===== config.mk =====
export PLATFORM = sky130hd
export DESIGN_NAME = sram_march_bist_flat
export DESIGN_NICKNAME = d
export VERILOG_FILES = /design/src/rtl/sram_bist_pkg.sv /design/src/rtl/sram_march_bist_if.sv /design/src/rtl/sram_bist_cmp.sv /design/src/rtl/sram_march_bist.sv /design/src/flat_wrapper.sv
export SDC_FILE = /design/constraint.sdc
export NUM_CORES = 1
export LEC_CHECK = 0
export BUFFER_PORTS_ARGS = -buffer_cell sky130_fd_sc_hd__buf_2
export CELL_PAD_IN_SITES_DETAIL_PLACEMENT = 0
export CELL_PAD_IN_SITES_GLOBAL_PLACEMENT = 1
export CORE_UTILIZATION = 42
export DETAILED_ROUTE_END_ITERATION = 16
export PLACE_DENSITY = 0.77
export SLEW_MARGIN = 20
export SYNTH_ARGS = -nofsm -noshare
export SYNTH_HDL_FRONTEND = slang
export SYNTH_SLANG_ARGS = --single-unit

===== constraint.sdc =====
create_clock -name A_CLK -period 4.3 [get_ports A_CLK]
set_input_delay 0.86 -clock A_CLK [delete_from_list [all_inputs] [get_ports A_CLK]]
set_output_delay 0.86 -clock A_CLK [all_outputs]
set_load 0.1 [all_outputs]

===== src/rtl/sram_bist_pkg.sv =====
// Shared types and March C- element tables for the SRAM BIST engine.
// Elements: E0 up w0 | E1 up (r0,w1) | E2 up (r1,w0) | E3 down (r0,w1)
//           E4 down (r1,w0) | E5 up r0.  "0" is the background, "1" its inverse.
package sram_bist_pkg;

    typedef enum logic [1:0] {
        ST_IDLE  = 2'd0,
        ST_RUN   = 2'd1,
        ST_DRAIN = 2'd2,
        ST_DONE  = 2'd3
    } state_t;

    localparam int ELEM_W = 3;

    localparam logic [ELEM_W-1:0] ELEM_FIRST = 3'd0;
    localparam logic [ELEM_W-1:0] ELEM_LAST  = 3'd5;
    // Sentinel loaded after the last op has been issued.
    localparam logic [ELEM_W-1:0] ELEM_END   = 3'd6;

    // Bit i of each table describes element i (bits 6/7 unused padding).
    localparam logic [7:0] ELEM_DESC   = 8'b0001_1000;  // E3, E4 run downwards
    localparam logic [7:0] ELEM_TWO_OP = 8'b0001_1110;  // E1..E4 have two ops
    localparam logic [7:0] OP0_WRITE   = 8'b0000_0001;  // only E0 starts with a write
    localparam logic [7:0] OP0_POL     = 8'b0001_0100;  // E2, E4 first op uses ~BG
    localparam logic [7:0] OP1_POL     = 8'b0000_1010;  // E1, E3 second op writes ~BG

    function automatic logic elem_desc(input logic [ELEM_W-1:0] e);
        return ELEM_DESC[e];
    endfunction

    function automatic logic elem_two_op(input logic [ELEM_W-1:0] e);
        return ELEM_TWO_OP[e];
    endfunction

    // The second op of a two-op element is always a write.
    function automatic logic op_is_write(input logic [ELEM_W-1:0] e, input logic op);
        return op ? 1'b1 : OP0_WRITE[e];
    endfunction

    function automatic logic op_pol(input logic [ELEM_W-1:0] e, input logic op);
        return op ? OP1_POL[e] : OP0_POL[e];
    endfunction

endpackage


===== src/rtl/sram_march_bist_if.sv =====
// BIST port of a single-port SRAM macro. The macro's BIST clock is A_CLK.
// Strobe semantics (no valid/ready): every cycle with A_BIST_MEN=1 is exactly
// one op that the macro always accepts; WEN=1 writes A_BIST_DIN under
// A_BIST_BM, REN=1 reads, and A_BIST_DOUT is valid READ_LAT cycles after the
// read cycle. WEN and REN are never high together.
interface sram_march_bist_if #(
    parameter int ADDR_W = 8,
    parameter int DATA_W = 8
);
    logic              A_BIST_EN;
    logic              A_BIST_MEN;
    logic              A_BIST_WEN;
    logic              A_BIST_REN;
    logic [ADDR_W-1:0] A_BIST_ADDR;
    logic [DATA_W-1:0] A_BIST_DIN;
    logic [DATA_W-1:0] A_BIST_BM;
    logic [DATA_W-1:0] A_BIST_DOUT;

    modport master (
        output A_BIST_EN, A_BIST_MEN, A_BIST_WEN, A_BIST_REN,
        output A_BIST_ADDR, A_BIST_DIN, A_BIST_BM,
        input  A_BIST_DOUT
    );

    modport slave (
        input  A_BIST_EN, A_BIST_MEN, A_BIST_WEN, A_BIST_REN,
        input  A_BIST_ADDR, A_BIST_DIN, A_BIST_BM,
        output A_BIST_DOUT
    );
endinterface


===== src/rtl/sram_bist_cmp.sv =====
// Read-compare path: a READ_LAT-deep pipeline of issued reads aligned with the
// macro's read latency, a comparator at the pipeline exit and first-fail capture.
module sram_bist_cmp
    import sram_bist_pkg::*;
#(
    parameter int ADDR_W   = 8,
    parameter int DATA_W   = 8,
    parameter int READ_LAT = 1
) (
    input  logic              clk,
    input  logic              rst,
    input  logic              clear,
    input  logic              rd_valid,
    input  logic [DATA_W-1:0] rd_exp,
    input  logic [ADDR_W-1:0] rd_addr,
    input  logic [ELEM_W-1:0] rd_elem,
    input  logic [DATA_W-1:0] dout,
    output logic              fail,
    output logic [ADDR_W-1:0] fail_addr,
    output logic [ELEM_W-1:0] fail_elem,
    output logic [DATA_W-1:0] fail_xor
);

    typedef struct packed {
        logic              valid;
        logic [DATA_W-1:0] exp;
        logic [ADDR_W-1:0] addr;
        logic [ELEM_W-1:0] elem;
    } entry_t;

    // Stage 0 is loaded from the registered op pins, so an entry sits in the
    // last stage exactly during the cycle the macro presents its data.
    entry_t            pipe_q [READ_LAT];
    entry_t            head;
    logic [DATA_W-1:0] diff;
    logic              mismatch;

    assign head     = pipe_q[READ_LAT-1];
    assign diff     = dout ^ head.exp;
    assign mismatch = head.valid && (diff != '0);

    // Shift every cycle, including while draining and idle.
    always_ff @(posedge clk) begin
        if (rst) begin
            for (int i = 0; i < READ_LAT; i++) pipe_q[i] <= '0;
        end else begin
            pipe_q[0] <= '{valid: rd_valid, exp: rd_exp, addr: rd_addr, elem: rd_elem};
            for (int i = 1; i < READ_LAT; i++) pipe_q[i] <= pipe_q[i-1];
        end
    end

    // Latch only the first mismatch; later mismatches leave the record alone.
    always_ff @(posedge clk) begin
        if (rst || clear) begin
            fail      <= 1'b0;
            fail_addr <= '0;
            fail_elem <= '0;
            fail_xor  <= '0;
        end else if (mismatch && !fail) begin
            fail      <= 1'b1;
            fail_addr <= head.addr;
            fail_elem <= head.elem;
            fail_xor  <= diff;
        end
    end

endmodule


===== src/rtl/sram_march_bist.sv =====
// March C- BIST sequencer for a single-port SRAM macro: FSM, element/op/address
// counters and registered macro strobes; read checking lives in sram_bist_cmp.
module sram_march_bist
    import sram_bist_pkg::*;
#(
    parameter int                ADDR_W   = 8,
    parameter int                DATA_W   = 8,
    parameter int                READ_LAT = 1,   // 1..4
    parameter logic [DATA_W-1:0] BG       = {DATA_W{1'b0}}
) (
    input  logic              A_CLK,
    input  logic              A_RST,
    input  logic              START,
    sram_march_bist_if.master bist,
    output logic              BUSY,
    output logic              DONE,
    output logic              FAIL,
    output logic [ADDR_W-1:0] FAIL_ADDR,
    output logic [ELEM_W-1:0] FAIL_ELEM,
    output logic [DATA_W-1:0] FAIL_XOR,
    output state_t            dbg_state
);

    localparam logic [ADDR_W-1:0] ADDR_MAX   = {ADDR_W{1'b1}};
    localparam logic [ADDR_W-1:0] ADDR_ONE   = ADDR_W'(1);
    localparam logic [2:0]        DRAIN_LAST = 3'(READ_LAT - 1);

    state_t            state, state_n;
    // Counters point at the next op to issue while in RUN.
    logic [ELEM_W-1:0] elem, elem_n;
    logic              op, op_n;
    logic [ADDR_W-1:0] addr, addr_n;
    logic [2:0]        drain_cnt, drain_n;

    logic              issue, clear_flags, busy_n;
    logic [ELEM_W-1:0] cur_elem;
    logic              cur_op;
    logic [ADDR_W-1:0] cur_addr, addr_end;
    logic              cur_desc, cur_wr, op_last;
    logic [DATA_W-1:0] cur_data;

    logic [DATA_W-1:0] rd_exp_q;
    logic [ELEM_W-1:0] rd_elem_q;

    assign dbg_state = state;

    // State and counter registers.
    always_ff @(posedge A_CLK) begin
        if (A_RST) begin
            state     <= ST_IDLE;
            elem      <= ELEM_FIRST;
            op        <= 1'b0;
            addr      <= '0;
            drain_cnt <= '0;
        end else begin
            state     <= state_n;
            elem      <= elem_n;
            op        <= op_n;
            addr      <= addr_n;
            drain_cnt <= drain_n;
        end
    end

    // Next state, op selection and counter advance.
    always_comb begin
        state_n     = state;
        elem_n      = elem;
        op_n        = op;
        addr_n      = addr;
        drain_n     = drain_cnt;
        issue       = 1'b0;
        clear_flags = 1'b0;
        cur_elem    = elem;
        cur_op      = op;
        cur_addr    = addr;

        case (state)
            ST_IDLE, ST_DONE: begin
                if (START) begin
                    // Issue E0's first op on the same edge so there is no bubble.
                    state_n     = ST_RUN;
                    clear_flags = 1'b1;
                    issue       = 1'b1;
                    cur_elem    = ELEM_FIRST;
                    cur_op      = 1'b0;
                    cur_addr    = '0;
                end
            end
            ST_RUN: begin
                if (elem == ELEM_END) begin
                    state_n = ST_DRAIN;
                    drain_n = '0;
                end else begin
                    issue = 1'b1;
                end
            end
            ST_DRAIN: begin
                if (drain_cnt == DRAIN_LAST) state_n = ST_DONE;
                else                         drain_n = drain_cnt + 3'd1;
            end
            default: state_n = ST_IDLE;
        endcase

        cur_desc = elem_desc(cur_elem);
        cur_wr   = op_is_write(cur_elem, cur_op);
        cur_data = op_pol(cur_elem, cur_op) ? ~BG : BG;
        op_last  = elem_two_op(cur_elem) ? cur_op : 1'b1;
        addr_end = cur_desc ? '0 : ADDR_MAX;

        if (issue) begin
            if (!op_last) begin
                op_n   = 1'b1;
                elem_n = cur_elem;
                addr_n = cur_addr;
            end else if (cur_addr != addr_end) begin
                op_n   = 1'b0;
                elem_n = cur_elem;
                addr_n = cur_desc ? cur_addr - ADDR_ONE : cur_addr + ADDR_ONE;
            end else begin
                // Element boundary: reload the address for the next element.
                op_n = 1'b0;
                if (cur_elem == ELEM_LAST) begin
                    elem_n = ELEM_END;
                    addr_n = '0;
                end else begin
                    elem_n = cur_elem + 3'd1;
                    addr_n = elem_desc(cur_elem + 3'd1) ? ADDR_MAX : '0;
                end
            end
        end

        busy_n = (state_n == ST_RUN) || (state_n == ST_DRAIN);
    end

    // Registered macro pins, expected-data side channel and DONE flag.
    always_ff @(posedge A_CLK) begin
        if (A_RST) begin
            bist.A_BIST_EN   <= 1'b0;
            bist.A_BIST_MEN  <= 1'b0;
            bist.A_BIST_WEN  <= 1'b0;
            bist.A_BIST_REN  <= 1'b0;
            bist.A_BIST_ADDR <= '0;
            bist.A_BIST_DIN  <= '0;
            bist.A_BIST_BM   <= '0;
            BUSY             <= 1'b0;
            DONE             <= 1'b0;
            rd_exp_q         <= '0;
            rd_elem_q        <= '0;
        end else begin
            bist.A_BIST_EN   <= busy_n;
            bist.A_BIST_BM   <= busy_n ? {DATA_W{1'b1}} : '0;
            BUSY             <= busy_n;
            bist.A_BIST_MEN  <= issue;
            bist.A_BIST_WEN  <= issue && cur_wr;
            bist.A_BIST_REN  <= issue && !cur_wr;
            bist.A_BIST_ADDR <= issue ? cur_addr : '0;
            bist.A_BIST_DIN  <= (issue && cur_wr) ? cur_data : '0;
            rd_exp_q         <= (issue && !cur_wr) ? cur_data : '0;
            rd_elem_q        <= issue ? cur_elem : '0;
            if (clear_flags)
                DONE <= 1'b0;
            else if (state == ST_DRAIN && state_n == ST_DONE)
                DONE <= 1'b1;
        end
    end

    sram_bist_cmp #(
        .ADDR_W   (ADDR_W),
        .DATA_W   (DATA_W),
        .READ_LAT (READ_LAT)
    ) u_cmp (
        .clk       (A_CLK),
        .rst       (A_RST),
        .clear     (clear_flags),
        .rd_valid  (bist.A_BIST_REN),
        .rd_exp    (rd_exp_q),
        .rd_addr   (bist.A_BIST_ADDR),
        .rd_elem   (rd_elem_q),
        .dout      (bist.A_BIST_DOUT),
        .fail      (FAIL),
        .fail_addr (FAIL_ADDR),
        .fail_elem (FAIL_ELEM),
        .fail_xor  (FAIL_XOR)
    );

endmodule

===== src/flat_wrapper.sv =====
// flat-port wrapper written by rule: the top's interface ports become plain ports
module sram_march_bist_flat import sram_bist_pkg::*;
#(
    parameter int                ADDR_W   = 8,
    parameter int                DATA_W   = 8,
    parameter int                READ_LAT = 1,          
    parameter logic [DATA_W-1:0] BG       = {DATA_W{1'b0}}
)
  (A_CLK, A_RST, START, BUSY, DONE, FAIL, FAIL_ADDR, FAIL_ELEM, FAIL_XOR, dbg_state, bist_A_BIST_EN, bist_A_BIST_MEN, bist_A_BIST_WEN, bist_A_BIST_REN, bist_A_BIST_ADDR, bist_A_BIST_DIN, bist_A_BIST_BM, bist_A_BIST_DOUT);
  sram_march_bist_if #(.ADDR_W(ADDR_W), .DATA_W(DATA_W)) bist_i ();
  input  logic A_CLK;
  input  logic A_RST;
  input  logic START;
  output logic BUSY;
  output logic DONE;
  output logic FAIL;
  output logic [ADDR_W-1:0] FAIL_ADDR;
  output logic [ELEM_W-1:0] FAIL_ELEM;
  output logic [DATA_W-1:0] FAIL_XOR;
  output state_t dbg_state;
  output wire logic [$bits(bist_i.A_BIST_EN)-1:0] bist_A_BIST_EN;
  output wire logic [$bits(bist_i.A_BIST_MEN)-1:0] bist_A_BIST_MEN;
  output wire logic [$bits(bist_i.A_BIST_WEN)-1:0] bist_A_BIST_WEN;
  output wire logic [$bits(bist_i.A_BIST_REN)-1:0] bist_A_BIST_REN;
  output wire logic [$bits(bist_i.A_BIST_ADDR)-1:0] bist_A_BIST_ADDR;
  output wire logic [$bits(bist_i.A_BIST_DIN)-1:0] bist_A_BIST_DIN;
  output wire logic [$bits(bist_i.A_BIST_BM)-1:0] bist_A_BIST_BM;
  input wire logic [$bits(bist_i.A_BIST_DOUT)-1:0] bist_A_BIST_DOUT;
  assign bist_A_BIST_EN = bist_i.A_BIST_EN;
  assign bist_A_BIST_MEN = bist_i.A_BIST_MEN;
  assign bist_A_BIST_WEN = bist_i.A_BIST_WEN;
  assign bist_A_BIST_REN = bist_i.A_BIST_REN;
  assign bist_A_BIST_ADDR = bist_i.A_BIST_ADDR;
  assign bist_A_BIST_DIN = bist_i.A_BIST_DIN;
  assign bist_A_BIST_BM = bist_i.A_BIST_BM;
  assign bist_i.A_BIST_DOUT = bist_A_BIST_DOUT;
  sram_march_bist #(.ADDR_W(ADDR_W), .DATA_W(DATA_W), .READ_LAT(READ_LAT), .BG(BG)) u_core (.A_CLK(A_CLK), .A_RST(A_RST), .START(START), .bist(bist_i), .BUSY(BUSY), .DONE(DONE), .FAIL(FAIL), .FAIL_ADDR(FAIL_ADDR), .FAIL_ELEM(FAIL_ELEM), .FAIL_XOR(FAIL_XOR), .dbg_state(dbg_state));
endmodule

After elaboration in Yosys (flattened, before gate mapping) --
Memories as Yosys holds them, arrays and structs flattened. Cells that the tools add are included.
Storage, ports and cells: memory bits (writable) 20, output and inout bits 52, memories kept 7, bits in registers 77, input port bits 11, bits in read-only memories 48
Operators by class: multiplexer cells 43, bitwise logic cells 4, add/sub/neg operators 4, equal/unequal tests 11, reductions and logical operators 20, magnitude comparators 2
Memory list:
- u_core.u_cmp.pipe_q | depth 1, bits a word 20, read ports 1, clocked after memory_dff 0, write ports 1, RTL line sram_bist_cmp.sv:33 | entry_t pipe_q [READ_LAT];
- (no name shown) | depth 8, bits a word 1, read ports 1, clocked after memory_dff 0, write ports 0, RTL line sram_bist_pkg.sv:28 | return ELEM_DESC[e];
- (no name shown) | depth 8, bits a word 1, read ports 1, clocked after memory_dff 0, write ports 0, RTL line sram_bist_pkg.sv:37 | return op ? 1'b1 : OP0_WRITE[e];
- (no name shown) | depth 8, bits a word 1, read ports 1, clocked after memory_dff 0, write ports 0, RTL line sram_bist_pkg.sv:41 | return op ? OP1_POL[e] : OP0_POL[e];
- (no name shown) | depth 8, bits a word 1, read ports 1, clocked after memory_dff 0, write ports 0, RTL line sram_bist_pkg.sv:41
- (no name shown) | depth 8, bits a word 1, read ports 1, clocked after memory_dff 0, write ports 0, RTL line sram_bist_pkg.sv:32 | return ELEM_TWO_OP[e];
- 1 more memories
Operator list (count):
- 8-bit 2-to-1 mux | 10
- 3-bit 2-to-1 mux | 7
- 20-bit 2-to-1 mux | 1
- 20-bit OR reduction | 1
- 1-bit 2-to-1 mux | 19
- 2-bit OR reduction | 5
- 8-bit by 1-bit adder with 8-bit output, second input constant | 1
- 2-bit equality test, second input constant | 4
- 3-bit by 4-bit less-than comparator with 1-bit output, second input constant | 2
- 8-bit inequality test | 1
- 8-bit nonzero test | 1
- 8-bit by 1-bit subtractor with 8-bit output, second input constant | 1
- 8-bit XOR | 1
- 3-bit by 1-bit adder with 3-bit output, second input constant | 2
- 3-bit equality test, second input constant | 2
- 2-bit 2-to-1 mux | 3
- 2-bit case mux with 3 select lines | 1
- 3-bit case mux with 2 select lines | 1
- 1-bit logical AND | 5
- 2-bit by 1-bit equality test with 1-bit output, second input constant | 2
- 3-bit zero test | 1
- 1-bit NOT | 3
- 3-bit AND reduction | 1
- 1-bit zero test | 2
- 6 further kinds | 7

Longest topological paths before layout --
depth in word-level cells 10, depth in mapped cells 17, gate-level depth less buffers 14

Modules after synthesis --
From an unflattened synthesis, not the netlist that was laid out.
Unflattened totals: cells, all modules 391, area, all modules 3579.7 µm²
Modules (own cells, without submodules):
- sram_march_bist | area each 2169.6 µm², times used 1, cells an instance 252, seq. area each 700.7 µm²
- sram_bist_cmp | area each 1410.1 µm², times used 1, cells an instance 139, seq. area each 800.8 µm²

Least setup slack after synthesis --
No wires, ideal clock.
kind register -> register, start reg u_core.state[0] (netlist: u_core.dbg_state[0]), end reg u_core.addr[7], setup slack -0.049 ns, path buffers 3, cell stages (with the launch flop) 17, data arrival time 4.229 ns, required time 4.180 ns, period minus slack after synthesis 4.349 ns, path through dfxtp_1 inv_1 ha_1 buf_2 nand2_1 clkbuf_1 nand2_1 inv_1 ha_1 clkbuf_1 mux2_4 ha_1 and4_1 nand3_1 or3_1 o311a_1 o31a_1
On the way: longest elaborated chain between the ends 10, elaborated cells on any way between the ends 26
RTL lines:
- start, declared | RTL line sram_march_bist.sv:28 | state_t state, state_n;
- start signal, assigned | RTL line sram_march_bist.sv:56 | state <= state_n;
- 2-bit equality test / 2-bit zero test (equally long branches) | RTL line sram_march_bist.sv:77 | case (state)
- 2-bit OR reduction * | RTL line sram_march_bist.sv:77
- 3-bit 2-to-1 mux * | RTL line sram_march_bist.sv:77
- named net u_core.cur_elem[1] | RTL line sram_march_bist.sv:36 | logic [ELEM_W-1:0] cur_elem;
- 3-bit by 1-bit adder with 3-bit output | RTL line sram_march_bist.sv:127 | addr_n = elem_desc(cur_elem + 3'd1) ? ADDR_MAX : '0;
- memory 8 x 1 bit
- 1-bit 2-to-1 mux (implied by the code) | RTL line sram_bist_pkg.sv:28
- 8-bit 2-to-1 mux | RTL line sram_march_bist.sv:127
- 8-bit 2-to-1 mux | RTL line sram_march_bist.sv:122 | if (cur_elem == ELEM_LAST) begin
- 8-bit 2-to-1 mux | RTL line sram_march_bist.sv:115 | end else if (cur_addr != addr_end) begin
- 8-bit 2-to-1 mux * | RTL line sram_march_bist.sv:111 | if (!op_last) begin
- end signal, assigned | RTL line sram_march_bist.sv:59 | addr <= addr_n;
- end, declared | RTL line sram_march_bist.sv:32 | logic [ADDR_W-1:0] addr, addr_n;
Mark *: on every way through the listed nets, which the timed path passes. The rest lies on a longest branch. The select of a mux whose other input is x is not followed. A chain may end at the register's enable or synchronous reset.

Worst setup path in the final report --
start reg u_core.state[0] (netlist: u_core.dbg_state[0]), end reg u_core.addr[4]
Same word-level chain as after synthesis.

==> results.tsv <==
metric	value	unit
overflow	0	
n_antenna_cell	0	
grt_pass1_wl	12520	µm
num_rows	32	
final_min_period_over_clock_period	87.07	%
setup_viol	0	
yosysMostFrequentCell	dfxtp_1	
synth_fp_nets	419	
placed_area	3710	µm²
synth_area_leader_cell	dfxtp_1	
yosys_warnings	0	
track_usage	18.71	%
routed_wl	7603	µm
yosys-top-cells-count	dfxtp_1, nor2_1, a21oi_1	
powerDensity	387.0	nW/µm²
cts_buffers	9	
ys.flop_type	dfxtp_1	
async_flop_share	0	%
clk_pin_slew	80	ps
cts_sinks	68	
hold_slack	439.8	ps
core_region_area	7848	µm²
postCtsSetupBuffers	0	
synth_area	3443	µm²
finalClockSkew	14.98	ps
drc	0	
syn_avg_cell_area	8.829	µm²
p_leak	1.650	nW
wl_per_cell	14.18	µm
detail-route-antenna-nets	0	
hpwl	5617	µm
synth_top_area_share	39.53	%
arrival	3980	ps
gp_congestion	0.8591	
grt_pass1_vias	2551	
start_util	43.88	%
synthCells	390	
vdd_drop_max	0.1613	mV
die_h	92.55	µm
crit_type	reg2reg	
drtIter0Drc	112	
root_buffer	clkbuf_8	
grt_setup_unrepaired	no	
netlist_top_cells_area	dfxtp_1, ha_1, mux2i_1, nor2_1, buf_4	
nets	459	
vias_per_cell	5.112	
cp-start-kind	flip-flop	
tns	0	ps
post-route-cell-area	3900	µm²
crit_fanout	12	
synth_edf_count	0	
max_freq	267.1	MHz
synth_seq_cells	68	
antenna_found_initial	0	
worstMarginPinSlew	842.4	ps
final_max_slew_viol_count	0	
dieArea	8565	µm²
cts_tree	yes	
area.growth.synth_to_final	13.26	%
h-tree-depth	3	
worst_slew_margin_rel	43.72	%
outcome	complete, no violations	
cp-end-kind	flip-flop	
synth_cell_type_count	55	
max-cap-violations	0	
cts.repair.resized	0	
first_pass_iters	4	
hold_viol	0	
clk_path_buf_depth	2	
ios	63	
die_width	92.55	µm
drive_above_1_share	21.20	%
holdBufCountCts	0	
min_path_type	reg2reg	
required	4530	ps
fin_crit	3744	ps
numPortBuffers	62	
vias	2740	
grt_max_degree	27	
seq_area_frac_synth	39.53	%
clk_latency	340	ps
==> worst max-delay path, cell delays in order (launching register included) <==
cell,delay [ps]
dfxtp_2,360
inv_1,50
ha_1,460
nand2_1,160
nand2_1,210
inv_1,120
ha_1,310
mux2_4,350
ha_1,400
and4_1,230
nand3_1,100
buf_4,200
a211oi_1,260
a21oi_1,160
a221oi_1,290
==> cell usage in the layout, fill, tap and decap left out, types with 3 or more instances in the layout <==
| master | n |
|---|---|
| xnor2_1 | 9 |
| o22ai_1 | 5 |
| nand2_1 | 17 |
| and2_1 | 18 |
| clkbuf_8 | 9 |
| buf_2 | 62 |
| mux2i_1 | 18 |
| a211oi_1 | 8 |
| a21oi_1 | 23 |
| buf_4 | 4 |
| dfxtp_1 | 67 |
| clkinvlp_4 | 3 |
| nand3_1 | 8 |
| a31oi_1 | 3 |
| nand2b_1 | 5 |
| ha_1 | 17 |
| nand3b_1 | 3 |
| nor3_1 | 5 |
| or4_1 | 3 |
| inv_1 | 17 |
| a32o_1 | 3 |
| a21o_1 | 3 |
| o21ai_0 | 18 |
| nor2_1 | 41 |
| nor2b_1 | 18 |
| o211ai_1 | 3 |
==> per-stage QoR <==
step / utilization, % / total power, mW / cells / setup slack, ps
2_1_floorplan: - / 0.9784 / 390 / 54.30
3_3_place_gp: 47.27 / 1.017 / 521 / 587.1
3_5_place_dp: 47.27 / 1.017 / 521 / 464.4
4_1_cts: 49.70 / 1.515 / 536 / 586.7
5_1_grt: 49.70 / 1.570 / 536 / 165.1
6_report: 49.70 / 1.509 / 536 / 556.2
==> flip-flops by register name, summed over array words and instances, names as in the netlist, 2 cells and up <==
register / flops
u_core.addr: 8
u_core.bist.A_BIST_ADDR: 8
u_core.dbg_state: 2
u_core.drain_cnt: 3
u_core.elem: 3
u_core.rd_elem_q: 3
u_core.u_cmp.fail_addr: 8
u_core.u_cmp.fail_elem: 3
u_core.u_cmp.fail_xor: 8
u_core.u_cmp.pipe_q: 13
==> final timing paths <==
kind                       start                        end  slack [ps]  cells past startpoint
max          u_core.dbg_state[0]             u_core.addr[4]         560                     14
max reg2reg  u_core.dbg_state[0]             u_core.addr[4]         560                     14
min          u_core.rd_elem_q[2]  u_core.u_cmp.pipe_q[0][2]         440                      1
min reg2reg  u_core.rd_elem_q[2]  u_core.u_cmp.pipe_q[0][2]         440                      1
==> final cells by class <==
class,count,area (µm²)
fill,790,3948
multi-input combinational,267,1812
sequential,68,1363
timing repair buffer,66,340.3
tap,102,127.6
clock buffer,9,123.9
inverter,18,67.56
clock inverter,6,66.31
==> report_power, final <==
part | leakage (nW) | internal (mW) | switching [mW]
Sequential | 0.550 | 0.645 | 0.0145
Combinational | 1.01 | 0.0700 | 0.275
Clock | 0.0873 | 0.264 | 0.241
Total | 1.65 | 0.980 | 0.530
==> logic make-up (layout without fill, tap and decap cells) <==
logic type                 after synthesis  count (layout)  synth area share [%]
AOI/OAI and AO/OA                       87              87                 16.86
xor gates and xnor gates                11              11                 2.798
adders and majority gates               18              18                 6.759
buffers and inverters                   55              99                 7.957
DFF                                     68              68                 39.54
muxes                                   20              20                 6.105
and+or+nand+nor                        131             131                 19.99
==> layer usage <==
| layer | global-route usage, % | up-vias | part of all wire, % |
|---|---|---|---|
| met5 | 0 | - | 0 |
| met4 | 5.859 | 0 | 1.0 |
| met3 | 4.844 | 7 | 4.7 |
| met2 | 29.26 | 62 | 45 |
| met1 | 25.09 | 1256 | 49 |
| li1 | - | 1415 | - |
Power figures use the tool's default switching activity.
